### src/rtl/mac_t_framer.sv
`timescale 1ns/1ps
// -----------------------------------------------------------------------------
// mac_t_framer
//
// Transmit framer for the switch egress MAC path. Pops one frame descriptor
// from the output queue, prefetches its payload from the data FIFO and emits a
// complete 802.3 frame as a byte stream:
//   preamble (0x55 x PRE_LEN), SFD (0xD5), payload, zero pad up to MIN_LEN,
//   FCS (~CRC-32, LSB byte first), then IFG_LEN idle cycles.
// When the descriptor flags fcs_present, the payload already carries its FCS,
// so no pad or FCS is appended.
//
// Ports
//   clk, rstn         : clock, asynchronous active-low reset
//   ptr_fifo_empty    : descriptor FIFO empty
//   ptr_fifo_din      : show-ahead descriptor {fcs_present, -, len[LEN_W-1:0]}
//   ptr_fifo_rd       : one-cycle descriptor pop
//   data_fifo_rd      : payload byte read request
//   data_fifo_din     : payload byte, valid the cycle after data_fifo_rd
//   tx_valid/tx_ready : output byte handshake
//   tx_data           : output byte
//   tx_sof / tx_eof   : first preamble byte / last frame byte
//   frame_cnt         : completed frames (wraps)
//   drop_cnt          : discarded zero-length descriptors (wraps)
// -----------------------------------------------------------------------------
module mac_t_framer #(
   parameter int PRE_LEN = 7,
   parameter int MIN_LEN = 60,
   parameter int IFG_LEN = 12,
   parameter int LEN_W   = 11
) (
   input  logic        clk,
   input  logic        rstn,
   input  logic        ptr_fifo_empty,
   input  logic [15:0] ptr_fifo_din,
   output logic        ptr_fifo_rd,
   output logic        data_fifo_rd,
   input  logic [7:0]  data_fifo_din,
   output logic        tx_valid,
   output logic [7:0]  tx_data,
   output logic        tx_sof,
   output logic        tx_eof,
   input  logic        tx_ready,
   output logic [15:0] frame_cnt,
   output logic [15:0] drop_cnt
);

   localparam logic [31:0]      CRC_POLY = 32'hEDB88320;
   localparam logic [31:0]      CRC_INIT = 32'hFFFFFFFF;
   localparam logic [15:0]      PRE_LAST = 16'(PRE_LEN - 1);
   localparam logic [15:0]      IFG_LAST = 16'((IFG_LEN > 0) ? IFG_LEN - 1 : 0);
   localparam logic [LEN_W-1:0] MIN_L    = LEN_W'(MIN_LEN);

   typedef enum logic [2:0] {
      S_IDLE,
      S_PRE,
      S_SFD,
      S_DATA,
      S_PAD,
      S_FCS,
      S_IFG
   } state_t;

   // Reflected CRC-32, one byte per call.
   function automatic logic [31:0] crc32_upd(input logic [31:0] crc,
                                             input logic [7:0]  d);
      logic [31:0] c;
      c = crc ^ {24'h000000, d};
      for (int i = 0; i < 8; i++) begin
         c = c[0] ? ((c >> 1) ^ CRC_POLY) : (c >> 1);
      end
      return c;
   endfunction

   state_t           state_q, state_d;
   logic             en_q, en_d;
   logic [LEN_W-1:0] len_q, len_d;
   logic [LEN_W-1:0] pad_q, pad_d;
   logic [LEN_W-1:0] req_q, req_d;
   logic             fcs_q, fcs_d;
   logic [15:0]      cnt_q, cnt_d;
   logic [31:0]      crc_q, crc_d;
   logic [15:0]      frame_cnt_q, frame_cnt_d;
   logic [15:0]      drop_cnt_q, drop_cnt_d;
   logic             rd_q, rd_d;
   logic             wr_ptr_q, wr_ptr_d;
   logic             rd_ptr_q, rd_ptr_d;
   logic [1:0]       fill_q, fill_d;
   logic [7:0]       buf_q [2];
   logic [7:0]       buf_d [2];

   logic [LEN_W-1:0] desc_len;
   logic             desc_fcs;
   logic [15:0]      len_m1;
   logic [15:0]      pad_m1;
   logic             pop;
   logic [2:0]       lvl;

   assign desc_len = ptr_fifo_din[LEN_W-1:0];
   assign desc_fcs = ptr_fifo_din[15];
   assign len_m1   = 16'(len_q) - 16'd1;
   assign pad_m1   = 16'(pad_q) - 16'd1;

   generate
      if (LEN_W < 15) begin : g_desc_spare
         logic unused_desc_bits;
         assign unused_desc_bits = ^ptr_fifo_din[14:LEN_W];
      end
   endgenerate

   always_comb begin
      state_d      = state_q;
      en_d         = 1'b1;
      len_d        = len_q;
      fcs_d        = fcs_q;
      pad_d        = pad_q;
      req_d        = req_q;
      cnt_d        = cnt_q;
      crc_d        = crc_q;
      frame_cnt_d  = frame_cnt_q;
      drop_cnt_d   = drop_cnt_q;
      rd_d         = 1'b0;
      wr_ptr_d     = wr_ptr_q;
      rd_ptr_d     = rd_ptr_q;
      fill_d       = fill_q;
      buf_d        = buf_q;
      ptr_fifo_rd  = 1'b0;
      data_fifo_rd = 1'b0;
      tx_valid     = 1'b0;
      tx_data      = 8'h00;
      tx_sof       = 1'b0;
      tx_eof       = 1'b0;
      pop          = 1'b0;
      lvl          = 3'd0;

      case (state_q)
         S_IDLE: begin
            // en_q keeps the pop quiet during and right after reset.
            if (en_q && !ptr_fifo_empty) begin
               ptr_fifo_rd = 1'b1;
               len_d       = desc_len;
               fcs_d       = desc_fcs;
               if (desc_len == '0) begin
                  drop_cnt_d = drop_cnt_q + 16'd1;
               end else begin
                  if (desc_fcs || (desc_len >= MIN_L)) pad_d = '0;
                  else                                 pad_d = MIN_L - desc_len;
                  crc_d   = CRC_INIT;
                  cnt_d   = 16'd0;
                  req_d   = '0;
                  state_d = S_PRE;
               end
            end
         end

         S_PRE: begin
            tx_valid = 1'b1;
            tx_data  = 8'h55;
            tx_sof   = (cnt_q == 16'd0);
            if (tx_ready) begin
               if (cnt_q == PRE_LAST) begin
                  cnt_d   = 16'd0;
                  state_d = S_SFD;
               end else begin
                  cnt_d = cnt_q + 16'd1;
               end
            end
         end

         S_SFD: begin
            tx_valid = 1'b1;
            tx_data  = 8'hD5;
            if (tx_ready) begin
               cnt_d   = 16'd0;
               state_d = S_DATA;
            end
         end

         S_DATA: begin
            tx_valid = 1'b1;
            tx_data  = buf_q[rd_ptr_q];
            tx_eof   = fcs_q && (cnt_q == len_m1);
            if (tx_ready) begin
               pop   = 1'b1;
               crc_d = crc32_upd(crc_q, buf_q[rd_ptr_q]);
               if (cnt_q == len_m1) begin
                  cnt_d = 16'd0;
                  if (fcs_q) begin
                     state_d     = S_IFG;
                     frame_cnt_d = frame_cnt_q + 16'd1;
                  end else if (pad_q != '0) begin
                     state_d = S_PAD;
                  end else begin
                     state_d = S_FCS;
                  end
               end else begin
                  cnt_d = cnt_q + 16'd1;
               end
            end
         end

         S_PAD: begin
            tx_valid = 1'b1;
            tx_data  = 8'h00;
            if (tx_ready) begin
               crc_d = crc32_upd(crc_q, 8'h00);
               if (cnt_q == pad_m1) begin
                  cnt_d   = 16'd0;
                  state_d = S_FCS;
               end else begin
                  cnt_d = cnt_q + 16'd1;
               end
            end
         end

         S_FCS: begin
            // crc_q is frozen here, so the byte stays stable under stall.
            tx_valid = 1'b1;
            tx_data  = ~crc_q[8*cnt_q[1:0] +: 8];
            tx_eof   = (cnt_q[1:0] == 2'd3);
            if (tx_ready) begin
               if (cnt_q[1:0] == 2'd3) begin
                  cnt_d       = 16'd0;
                  state_d     = S_IFG;
                  frame_cnt_d = frame_cnt_q + 16'd1;
               end else begin
                  cnt_d = cnt_q + 16'd1;
               end
            end
         end

         S_IFG: begin
            if (cnt_q == IFG_LAST) begin
               cnt_d   = 16'd0;
               state_d = S_IDLE;
            end else begin
               cnt_d = cnt_q + 16'd1;
            end
         end

         default: begin
            state_d = S_IDLE;
         end
      endcase

      // Prefetch: occupancy is counted after this cycle's pop so a read can
      // be issued every cycle in steady state despite the one-cycle read
      // latency, which keeps DATA bubble-free with only two entries.
      lvl = {1'b0, fill_q} + {2'b00, rd_q} - {2'b00, pop};
      if (((state_q == S_PRE) || (state_q == S_SFD) || (state_q == S_DATA)) &&
          (lvl < 3'd2) && (req_q < len_q)) begin
         data_fifo_rd = 1'b1;
         req_d        = req_q + LEN_W'(1);
      end
      rd_d = data_fifo_rd;

      if (rd_q) begin
         buf_d[wr_ptr_q] = data_fifo_din;
         wr_ptr_d        = ~wr_ptr_q;
      end
      if (pop) begin
         rd_ptr_d = ~rd_ptr_q;
      end
      fill_d = fill_q + {1'b0, rd_q} - {1'b0, pop};
   end

   always_ff @(posedge clk or negedge rstn) begin
      if (!rstn) begin
         state_q     <= S_IDLE;
         en_q        <= 1'b0;
         len_q       <= '0;
         fcs_q       <= 1'b0;
         pad_q       <= '0;
         req_q       <= '0;
         cnt_q       <= 16'd0;
         crc_q       <= CRC_INIT;
         frame_cnt_q <= 16'd0;
         drop_cnt_q  <= 16'd0;
         rd_q        <= 1'b0;
         wr_ptr_q    <= 1'b0;
         rd_ptr_q    <= 1'b0;
         fill_q      <= 2'd0;
      end else begin
         state_q     <= state_d;
         en_q        <= en_d;
         len_q       <= len_d;
         fcs_q       <= fcs_d;
         pad_q       <= pad_d;
         req_q       <= req_d;
         cnt_q       <= cnt_d;
         crc_q       <= crc_d;
         frame_cnt_q <= frame_cnt_d;
         drop_cnt_q  <= drop_cnt_d;
         rd_q        <= rd_d;
         wr_ptr_q    <= wr_ptr_d;
         rd_ptr_q    <= rd_ptr_d;
         fill_q      <= fill_d;
      end
   end

   // Payload storage needs no reset: fill_q says which entries are live.
   always_ff @(posedge clk) begin
      buf_q <= buf_d;
   end

   assign frame_cnt = frame_cnt_q;
   assign drop_cnt  = drop_cnt_q;

endmodule

### config.mk
export PLATFORM = sky130hd
export DESIGN_NAME = mac_t_framer
export DESIGN_NICKNAME = d
export VERILOG_FILES = /design/src/rtl/mac_t_framer.sv
export SDC_FILE = /design/constraint.sdc
export NUM_CORES = 1
export LEC_CHECK = 0
export CAP_MARGIN = 5
export CELL_PAD_IN_SITES_DETAIL_PLACEMENT = 1
export CELL_PAD_IN_SITES_GLOBAL_PLACEMENT = 1
export CORE_ASPECT_RATIO = 1.4
export CORE_MARGIN = 2
export CORE_UTILIZATION = 30
export CTS_CLUSTER_DIAMETER = 100
export DETAILED_ROUTE_END_ITERATION = 7
export HOLD_SLACK_MARGIN = 0.15
export PLACE_DENSITY = 0.64
export SLEW_MARGIN = 20
export SYNTH_ARGS = -nofsm -noshare
export SYNTH_HDL_FRONTEND = slang
export SYNTH_SLANG_ARGS = --single-unit
export TNS_END_PERCENT = 50
### constraint.sdc
create_clock -name clk -period 3.6 [get_ports clk]
set_input_delay 0.72 -clock clk [delete_from_list [all_inputs] [get_ports clk]]
set_output_delay 0.72 -clock clk [all_outputs]
set_load 0.005 [all_outputs]
# --- After elaboration in Yosys (flattened, before gate mapping) ---
# Cells that the tools add are included.
# W data, S select, Z words.
totals:
  ff_bits: 139
classes:
  muxes: 75
  add_sub_neg: 11
  n_reduce_logical: 27
  n_shift: 1
  magnitude_cmp: 6
  bitwise: 23
  n_eq_ne: 25
ops:
  columns: ["cell", "count"]
  rows:
  - ["$mux W32", 20]
  - ["$mux W16", 17]
  - ["$not A13 Y14", 16]
  - ["$pmux W16 S7", 1]
  - ["$pmux W32 S3", 1]
  - ["$mux W11", 5]
  - ["$add A16 B1 Y16 const B", 3]
  - ["$mux W3", 12]
  - ["$eq A16 B16 Y1", 2]
  - ["$mux W8", 4]
  - ["$pmux W16 S2", 1]
  - ["$pmux W8 S4", 1]
  - ["$shiftx A32 B6 Y8", 1]
  - ["$xor A32 B8 Y32", 1]
  - ["$ne A2 B2 Y1 const B", 13]
  - ["$sub A11 B1 Y12 const B", 2]
  - ["$pmux W3 S7", 1]
  - ["$bwmux W16", 1]
  - ["$eq A16 B3 Y1 const B", 1]
  - ["$eq A16 B4 Y1 const B", 1]
  - ["$logic_not A16 Y1", 1]
  - ["$reduce_and A12 Y1", 1]
  - ["$add A11 B1 Y11 const B", 1]
  - ["$ge A11 B6 Y1 const B", 1]
  - ["other kinds (36)", 60]

# --- Logic depth before layout (Yosys ltp) ---
# Gate-level depths: netlist of the first run.
depth:
  word_depth: 23
  ltp_mapped: 18
  depth_no_buf: 14

# --- Least setup slack after synthesis of the first run ---
# Ideal clock, no wire load.
synth_path:
  kind: "reg-to-output"
  from: "register state_q[2]"
  to: "output port data_fifo_rd"
  arrival_ns: 3.156
  required_ns: 2.880
  slack_ns: -0.276
  stages_incl_launch_ff: 17
  path_cell_list: "dfrtp_1 clkbuf_1 clkbuf_1 nand2b_1 clkbuf_1 nor2_1 ha_1 inv_1 ha_1 fa_1 nor4_1 nand2_1 a21oi_1 nand2_1 a21oi_1 nor2_1 inv_1"
synth_via:
  elab_chain_len: 7
  word_cells_on_any_way: 11
  classes_between: "1 x add/sub; 1 x order compare; 3 x eq/ne; 2 x mux; 4 x reduce/logical"
synth_rtl:
  columns: ["item", "line_no", "source"]
  rows:
  - ["start, declared", "75", "state_t state_q, state_d;"]
  - ["start signal, assigned", "284", "state_q <= state_d;"]
  - ["$eq A3 B2 Y1", "136", "case (state_q)"]
  - ["$mux W1", "136", null]
  - ["named net pop", "96", "logic pop;"]
  - ["$sub A3 B1 Y3", "249", "lvl = {1'b0, fill_q} + {2'b00, rd_q} - {2'b00, pop};"]
  - ["$lt A3 B2 Y1", "251", "(lvl < 3'd2) && (req_q < len_q)) begin"]
  - ["$logic_and A1 B1 Y1", "250", "if (((state_q == S_PRE) || (state_q == S_SFD) || (state_q == S_DATA)) &&"]
  - ["$logic_and A1 B1 Y1", "251", null]
  - ["$mux W1", "250", null]
  - ["end, declared", "37", "output logic data_fifo_rd,"]
# The timed path passes the listed nets, and every way through them passes these cells.

# --- Final worst setup path of the first run ---
layout_path:
  from: "register state_q[0]"
  to: "output port data_fifo_rd"
# Same word-level chain as after synthesis.

==> results of run 1 <==
final cells by class:
class	count	area share, %
clock buffer	21	3.94
timing repair buffer	163	12.2
sequential	139	30.8
tap	390	4.18
multi-input combinational	763	46.3
clock inverter	11	1.18
inverter	44	1.41
sequential cells by signal, indices dropped and copies added, names as in the netlist, 2 cells and up:
| register | count |
|---|---|
| pad_q | 11 |
| frame_cnt | 16 |
| state_q | 3 |
| len_q | 11 |
| req_q | 11 |
| fill_q | 2 |
| cnt_q | 16 |
| buf_q | 16 |
| drop_cnt | 16 |
| crc_q | 32 |
critical path: cells and delay by family (launching register included):
kind,cells,cell delay [ns]
fa+ha+maj,3,0.85
simple gates,7,0.80
flops,1,0.38
compound gates,2,0.27
buf+inv,3,0.20
placed cells by master (no fill, tap or decap), drive strengths merged, types with 7 or more instances in the layout:
cell type and n:
a221oi 11, edfxtp 16, nand4 19, xnor2 121, dfstp 32, and3 7
o22ai 12, ha 22, buf 98, nor3 24, o221ai 16, mux2i 12
nor4 9, clkdlybuf4s50 63, clkbuf 21, a211oi 7, nor2b 8, xor2 62
mux4 8, o21ai 42, or3 8, nand3 33, nand2 91, dfrtp 91
nor2 102, a31oi 15, and2 11, inv 46, a22o 9, a21oi 29
per-layer routing:
layer / GRT usage [%] / vias to the layer above / wire length (um)
met3: 2.85 / 54 / 554
li1: - / 3795 / -
met5: 0 / - / 0
met4: 8.33 / 0 / 935
met1: 20.3 / 4019 / 11600
met2: 35.0 / 92 / 15900
timing repair:
item                       in CTS  in global routing
setup endpoints to repair       4                  5
resized for setup              26                 12
pin swaps                       9                  8
hold buffers                    0                  0
buffers inserted                6                  4
cell families after synthesis:
group | count (synthesis)
AOI/OAI and AO/OA | 196
xor gates and xnor gates | 184
adders and majority gates | 23
buffers and inverters | 103
DFF | 139
muxes | 23
other | 1
and+or+nand+nor | 336
metrics by stage:
step / util (%) / instance area (sq um) / std cells
after global placement: 35.6 / 10900 / 1489
after global routing: 38.1 / 11700 / 1531
after detailed placement: 35.6 / 10900 / 1489
after CTS: 37.8 / 11600 / 1527
final: 38.1 / 11700 / 1531
after floorplan: - / 9300 / 1005
worst max-delay path by stage:
stage	end	start	cells past startpoint
after CTS	data_fifo_rd	state_q[1]$_DFFE_PN0P_	15
final	data_fifo_rd	state_q[0]$_DFFE_PN0P_	15
after floorplan	data_fifo_rd	tx_ready	14
after detailed placement	data_fifo_rd	tx_ready	15
after global routing	data_fifo_rd	state_q[0]$_DFFE_PN0P_	15
after global placement	data_fifo_rd	tx_ready	15
power by group through the flow:
stage | Sequential, mW | Combinational [mW] | Clock [mW]
2_1_floorplan | 2.34 | 4.84 | 0
3_3_place_gp | 2.61 | 6.62 | 0
3_5_place_dp | 2.63 | 6.75 | 0
4_1_cts | 2.61 | 6.91 | 1.86
5_1_grt | 2.67 | 7.62 | 1.91
6_report | 2.60 | 6.94 | 1.81
==> results by stage, run 1 <==
Power:
- The internal power component is between 6 and 7 mW.
- The power density over the cells is approximately 970 nW/um^2.
- In this run, the combinational gates consume a little over 60% of the power.
- Summed over all nets, the switching power comes to 5.02 mW.
- The share of total power in the clock network is 15.9%.
- The maximum vdd drop is 556 uV.
- In this run the static leakage power is ~4.8 nW.
- The post-layout total power is 11.3 mW.
- Per report_power, the sequential group accounts for about 23% of the total.
- Net switching is between 40% and 50% of the power.

Setup path:
- The type of the worst setup path is reg -> out.
- The number of cells on the worst reg-to-reg path is 11.
- The critical-path cell with the highest stage delay is sky130_fd_sc_hd__fa_1.
- STA puts the critical path data required time at 2.88 ns.
- The delay of the slowest critical-path stage is approximately 0.46 ns.
- The type of element capturing the critical path is an output pin.
- Data arrives at the worst endpoint at between 2 and 3 ns.
- In this run the register-to-register setup slack is 0.20 ns.
- The launch instance of the worst register-to-register path is len_q[1]$_DFFE_PN0P_.
- Traced cell by cell, the critical path runs through and2_4 -> nand2b_4 -> nor2_4 -> ha_4 -> inv_2 -> ha_4 -> fa_1 -> nor4_2 -> nand2_1 -> a21oi_2 -> nand2_1 -> a21oi_2 -> nor2_2 -> inv_1 -> buf_2.
- The endpoint identified for the worst register-to-register timing path is state_q[1]$_DFFE_PN0P_.
- In this run the worst path has a maximum fanout of 2.
- STA classifies the critical path startpoint as a register.

Synthesis:
- The count of flip-flops with a built-in enable after synthesis is 16.
- Counting flops and latches in the post-synthesis netlist gives between 100 and 150.
- The mean cell area of the mapped netlist is 9.23 sq um.
- The commonest cells after synthesis are sky130_fd_sc_hd__xnor2_1, sky130_fd_sc_hd__nor2_1, sky130_fd_sc_hd__dfrtp_1, sky130_fd_sc_hd__nand2_1, sky130_fd_sc_hd__xor2_1.
- In this run the biggest area consumer among cell types represents 24.5% of the synthesized area.
- The number of instances in the synthesized netlist is between 1000 and 1500.
- The simple-gate portion of the synthesized area is between 10% and 20%.
- Sorting the synthesized cells by area gives the leading types as sky130_fd_sc_hd__dfrtp_1, sky130_fd_sc_hd__xnor2_1, sky130_fd_sc_hd__dfstp_2, sky130_fd_sc_hd__xor2_1, sky130_fd_sc_hd__edfxtp_1.
- The number of warnings reported in the yosys synthesis log is 0.
- Of all cell types, the one taking the most synthesized area is sky130_fd_sc_hd__dfrtp_1.
- The dominant combinational cell family by area after synthesis is XOR/XNOR gates.
- The number of distinct library cell variants in the gate-level netlist after synthesis is just over 70.
- The number of nets produced by synthesis is between 1000 and 1500.
- The fraction of the mapped netlist area in adder cells is under 10%.
- The cell with the most instances after synthesis is sky130_fd_sc_hd__xnor2_1.
- The post-synthesis share of cell area spent on xor and xnor gates is 17.6%.
- The most used flip-flop cell after synthesis is sky130_fd_sc_hd__dfrtp_1.
- The share of flip-flops with an asynchronous set or reset is 88.5%.
- After synthesis, flip-flops and latches occupy 38.8% of the total area.
- The cell area that synthesis handed to floorplanning was 9280 sq um.
- Summing the areas of all compound-gate instances in the mapped netlist gives approximately 15% of the synthesized area.
- Measured against the total synthesized area, the mux share comes to under 10%.

STA:
- Counting I/O delays and the setup requirement, the final critical path takes roughly 3.7 ns.
- The hold violation total from the final report is 0.
- The total count of max-transition violations in the final report is 0.
- Setup repair after global routing could not meet its margin everywhere.
- The aggregate negative setup slack is -0.0798 ns.
- Setup violations remaining at the end of the flow were counted as 2.
- On the final layout, the worst clock skew is about 0.010 ns.
- The slew of the pin with the lowest slew margin is slightly above 1 ns.
- Across all hold checks on the routed design, the worst slack comes to about 0.27 ns.
- Measured against its own limit, the worst slew margin works out to about a third.
- The worst setup margin is -0.0733 ns.
- In the finished design, the share of the clock period the worst path needs comes to 102%.
- Based on the critical path, the design can be clocked at up to roughly 270 MHz.

Min path:
- The path type of the worst min-delay path is in -> async.

Detailed routing:
- The detailed router finished its first iteration with around 430 violations.
- In the routed design, unresolved DRC markers number 0.
- In the final routed layout, each cell accounts on average for about 19 um.
- The routed design has 29000 um of wire.
- The per-cell via count in the routed design is just over 5.
- For this run, the detailed router's first-pass iteration total came to 4.
- The number of nets with antenna violations after detailed routing is 0.
- Across all layers, the routed design uses ~8000 vias.

Die:
- In this run the standard cell core region covers 30600 sq um.
- The vertical die dimension is 212 um.
- 73 I/O pins were placed.
- The initial utilization of the core area, before any placement, comes to a little under a third.
- The floorplan step set the die width to between 150 and 200 um.
- The area of the die is approximately 32000 sq um.
- The number of core rows is 76.

Place:
- Routability-driven placement finished with a final weighted congestion of 0.839.
- Detailed placement ended at an HPWL of 21600 um.
- Buffers placed on the I/O ports in this run total 68.
- Timing analysis after detailed placement gives a worst setup slack of -0.906 ns.

Final layout:
- In the final layout, the multi-input gates occupy between 5000 and 6000 sq um.
- The net count of the finished layout is 1179.
- The signed area change from the synthesized netlist to the final layout is 25.9%.
- Of the cells placed in the final design, the portion with a size suffix greater than 1 is a little under a fifth.
- The number of antenna diodes is 0.
- In the final layout, flip-flops and latches occupy ~3600 sq um.
- The layout has 3582 filler cells.

Global route:
- The wire length of the first global-routing pass is between 40000 and 50000 um.
- The overall overflow remaining after global route is 0.
- The pin count of the biggest net entering global routing is 83.
- Global routing consumed, over all layers together, a little under a fifth of the routing resources.
- The initial antenna violation count is 1.
- The via count of the first global-routing pass came to between 8000 and 9000.

CTS:
- Clock-pin slew was measured on the worst setup and hold paths at approximately 0.07 ns.
- The number of buffers added by the clock tree synthesis step is 17.
- The clock insertion delay at the later pin of the skew report is around 0.45 ns.
- Counting every sink on the clock net gives 139.
- The maximum buffer depth of the clock tree is 2.
- The H-tree was split into 4 levels.
- The CTS tree is built.
- The library cell used as clock root buffer is sky130_fd_sc_hd__clkbuf_16.

Run:
- Max-cap violations in this run came to 0.

Status:
- The flow ran to the end, but the final reports show violations.
- The checks that failed: negative setup slack.
(Power assumes the default switching activity.)
==> run 2, diff against run 1 <==
--- a/config.mk
+++ b/config.mk
@@ -14,7 +14,7 @@
 export CTS_CLUSTER_DIAMETER = 100
 export DETAILED_ROUTE_END_ITERATION = 7
 export HOLD_SLACK_MARGIN = 0.15
-export PLACE_DENSITY = 0.64
+export PLACE_DENSITY_LB_ADDON = 0.25
 export SLEW_MARGIN = 20
 export SYNTH_ARGS = -nofsm -noshare
 export SYNTH_HDL_FRONTEND = slang
==> constraint.sdc (replaced) <==
create_clock -name clk -period 3.6 [get_ports clk]
set_input_delay 0.72 -clock clk [delete_from_list [all_inputs] [get_ports clk]]
set_output_delay 0.72 -clock clk [all_outputs]
set_load 0.02 [all_outputs]
==> run 2 against run 1 <==
  * The run still ends with negative setup slack left
  * Final cell count shrank 0.20%
  * Die area is the same
  * Non-clock buffer count shrank 3
  * Highest routed layer unchanged
  * Core utilization shrank 0.13 points
  * Worst setup slack lost 0.043 ns
==> results by stage, run 2 (synthesized netlist as in run 1, its figures left out) <==
CTS:
- The clock slew seen by the registers of the worst setup and hold paths was 0.06 ns (about the same).
- The clock insertion delay at the later pin of the skew report is 0.46 ns (about the same).
- TritonCTS built the clock tree.
- The clock sink count is 139 (unchanged).
- The number of buffers added by the clock tree synthesis step came to 17 (unchanged).
- The H-tree depth reported by CTS is 4 (unchanged).
- The maximum buffer depth of the clock tree is 2 (unchanged).
- The number of buffers inserted for hold repair after clock tree synthesis is 0 (unchanged).
- The library cell used as clock root buffer is sky130_fd_sc_hd__clkbuf_16.

Power:
- The internal power component is 6.31 mW (-0.30%).
- The relative contribution of sequential cells to total power is 22.5% (-0.4 points).
- The switching portion of total power is 45.8% (+1.6 points).
- The net load switching power is 5.34 mW (+6.3%).
- The proportion of power drawn by combinational gates was 61.6% (+0.5 points).
- The leakage power summed over all cells is 4.81 nW (-0.61%).
- The share of total power in the clock network is 15.9% (about the same).
- The power density over the cells came to 1000 nW/um^2 (+3.0%).
- The maximum vdd drop is 816 uV (+47%).

Setup path:
- The buffers plus inverters on the worst setup path is 5 (+2).
- The type of origin of the critical path is an input pin.
- The delay of the slowest critical-path stage is 0.47 ns (about the same).
- Walking the worst path, the cells encountered are dlygate4sd2_1 -> inv_2 -> nor2_4 -> ha_4 -> inv_2 -> ha_4 -> fa_1 -> nor4_2 -> nand2_1 -> a21oi_2 -> nand2_1 -> a21oi_2 -> nor2_2 -> inv_2 -> buf_6.
- In this design, the critical path's most frequently occurring cell is sky130_fd_sc_hd__inv_2.
- The type of the worst setup path is in -> out.
- Grouping stages by cell kind, the critical path spends the most delay in adder cells.
- The largest fanout on the critical path is 2 (unchanged).
- The critical-path cell with the highest stage delay is sky130_fd_sc_hd__fa_1.
- STA classifies the critical path endpoint as an output pin.
- The data required time at the worst endpoint was 2.88 ns (about the same).
- The data arrival time of the worst path is 3.00 ns (+0.05 ns).

Status:
- The flow ran to the end, but the final reports show violations.
- The final reports fail on negative setup slack.

Detailed routing:
- The number of nets with antenna violations after detailed routing is 0 (unchanged).
- The aggregate routed wire length is 29300 um (+1.1%).
- The mean routed wirelength per cell is 19.2 um (+1.3%).
- The via count is 8036 (+0.95%).
- The total DRC errors in the routed layout is 0 (unchanged).
- The per-cell via count in the routed design is 5.26 (+1.2%).
- The DRC violation total after the first TritonRoute iteration was 295 (-31%).
- The iteration count of the initial detailed-routing pass is 4 (unchanged).

Final layout:
- The final-layout fill cell count was 3546 (-1.0%).
- The top cell types in the final layout, fill and taps aside, are sky130_fd_sc_hd__xnor2_1, sky130_fd_sc_hd__nor2_1, sky130_fd_sc_hd__buf_4.
- The area of all sequential standard cells is 3600 sq um (about the same).
- The design area is 11600 sq um (-0.35%).
- Leaving out fill and tap cells, the most frequent cell in the layout is sky130_fd_sc_hd__xnor2_1.
- The number of antenna diodes is 0 (unchanged).
- The post-route core utilization is 38.0% (-0.13 points).
- The flip-flop count of the largest register after layout is 32 (unchanged).
- The net count of the finished layout is 1176 (-0.25%).
- The share of final-layout standard cells stronger than drive strength 1 is 18.5% (+0.22 points).
- The top register by number of flip-flops is crc_q.
- The multi-input gate area in the final layout was 5380 sq um (-0.42%).
- From synthesis to final layout, the design area changed by 25.5%.

STA:
- The shortest period the worst path allows is 3.72 ns (+0.0429 ns).
- The worst clock skew on the final layout came to 0.0111 ns (+0.00116 ns).
- The maximum achievable frequency is 269 MHz (-1.2%).
- The total count of max-transition violations in the final report was 0 (unchanged).
- Setup repair after global routing could not meet its margin everywhere.
- The worst setup margin is -0.116 ns (-0.0429 ns).
- The slew of the pin with the lowest slew margin is 1.03 ns (+0.0187 ns).
- The share of the clock period used by the worst path after layout is 103% (+1.2 points).
- The relative slew slack is 31.0% (-1.2 points).
- The worst hold-check slack is 0.272 ns (+0.00659 ns).
- The hold violation total from the final report is 0 (unchanged).
- The final-report setup violation count is 2 (unchanged).

Place:
- The worst setup slack after placement is -1.01 ns (-0.102 ns).
- The placer's final routability congestion estimate was 0.823 (-1.9%).
- The standard cell area after detailed placement is 10800 sq um (-0.52%).
- The half-perimeter wire length after detailed placement came to 21300 um (-1.1%).
- The number of I/O port buffers is 68 (unchanged).

Global route:
- The total track usage is 18.9% (+0.35 points).
- The wire length of the first global-routing pass was 48000 um (+1.9%).
- The via count of the first global-routing pass is 8602 (-0.39%).
- The overall overflow remaining after global route came to 0 (unchanged).
- The pin count of the biggest net entering global routing is 86 (+3.6%).
- The initial antenna violation count is 0 (-1).

Die:
- The die width came to 153 um (unchanged).
- The vertical die dimension was 212 um (unchanged).
- The number of core rows is 76 (unchanged).
- The number of primary I/O pins is 73 (unchanged).
- The initial core utilization was 30.3% (unchanged).
- The area of the die came to 32400 sq um (unchanged).
- The total core area is 30600 sq um (unchanged).

Run:
- The number of maximum-capacitance constraint violations came to 0 (unchanged).

Min path:
- The path type of the worst min-delay path is in -> async.
-- run 2: through the flow --
| step | power (mW) | instances | setup TNS (ns) |
|---|---|---|---|
| after floorplan | 7.28 | 1005 | 0 |
| after global placement | 9.42 | 1483 | -3.31 |
| after detailed placement | 9.53 | 1483 | -4.54 |
| after CTS | 11.7 | 1524 | -0.222 |
| after global routing | 12.4 | 1528 | -0.448 |
| final | 11.6 | 1528 | -0.193 |
-- run 2: area by class of cell --
| type | count | share of cell area (%) |
|---|---|---|
| multi-input cells | 763 | 46.3 |
| flip-flops and latches | 139 | 31.0 |
| repair buffers | 160 | 12.0 |
| well taps | 390 | 4.19 |
| clock buffers | 17 | 3.66 |
| clock inverters | 15 | 1.52 |
| inverters | 44 | 1.42 |
-- run 2: timing repair --
item / in CTS / in global routing
resized for setup: 31 / 5
setup endpoints to repair: 8 / 4
buffers inserted: 9 / 4
pin swaps: 11 / 6
-- run 2: final timing paths --
check                      slack [ns]                       from  cells past startpoint                         to
setup / recovery                -0.12                   tx_ready                     15               data_fifo_rd
hold / removal                   0.27                       rstn                      1  frame_cnt[14]$_DFFE_PN0P_
setup reg to reg                 0.25     state_q[0]$_DFFE_PN0P_                     18       req_q[4]$_DFFE_PN0P_
hold reg to reg                  0.47  frame_cnt[15]$_DFFE_PN0P_                      1  frame_cnt[15]$_DFFE_PN0P_
max in group asynchronous        2.53                       rstn                      2      crc_q[11]$_DFFE_PN1P_
min in group clk                 0.47  frame_cnt[15]$_DFFE_PN0P_                      1  frame_cnt[15]$_DFFE_PN0P_
-- run 2: metal layers --
layer | routed length (um) | global-route usage, %
met4 | 901 | 8.59
met3 | 647 | 2.83
met5 | 0 | 0
met2 | 15600 | 34.5
met1 | 12100 | 21.7
-- run 2: power by group through the flow --
stage / sequential (mW) / combinational, mW / clock [mW]
after CTS: 2.63 / 7.13 / 1.90
after global placement: 2.63 / 6.79 / 0
final: 2.62 / 7.18 / 1.85
after detailed placement: 2.65 / 6.89 / 0
after floorplan: 2.34 / 4.94 / 0
after global routing: 2.68 / 7.76 / 1.96
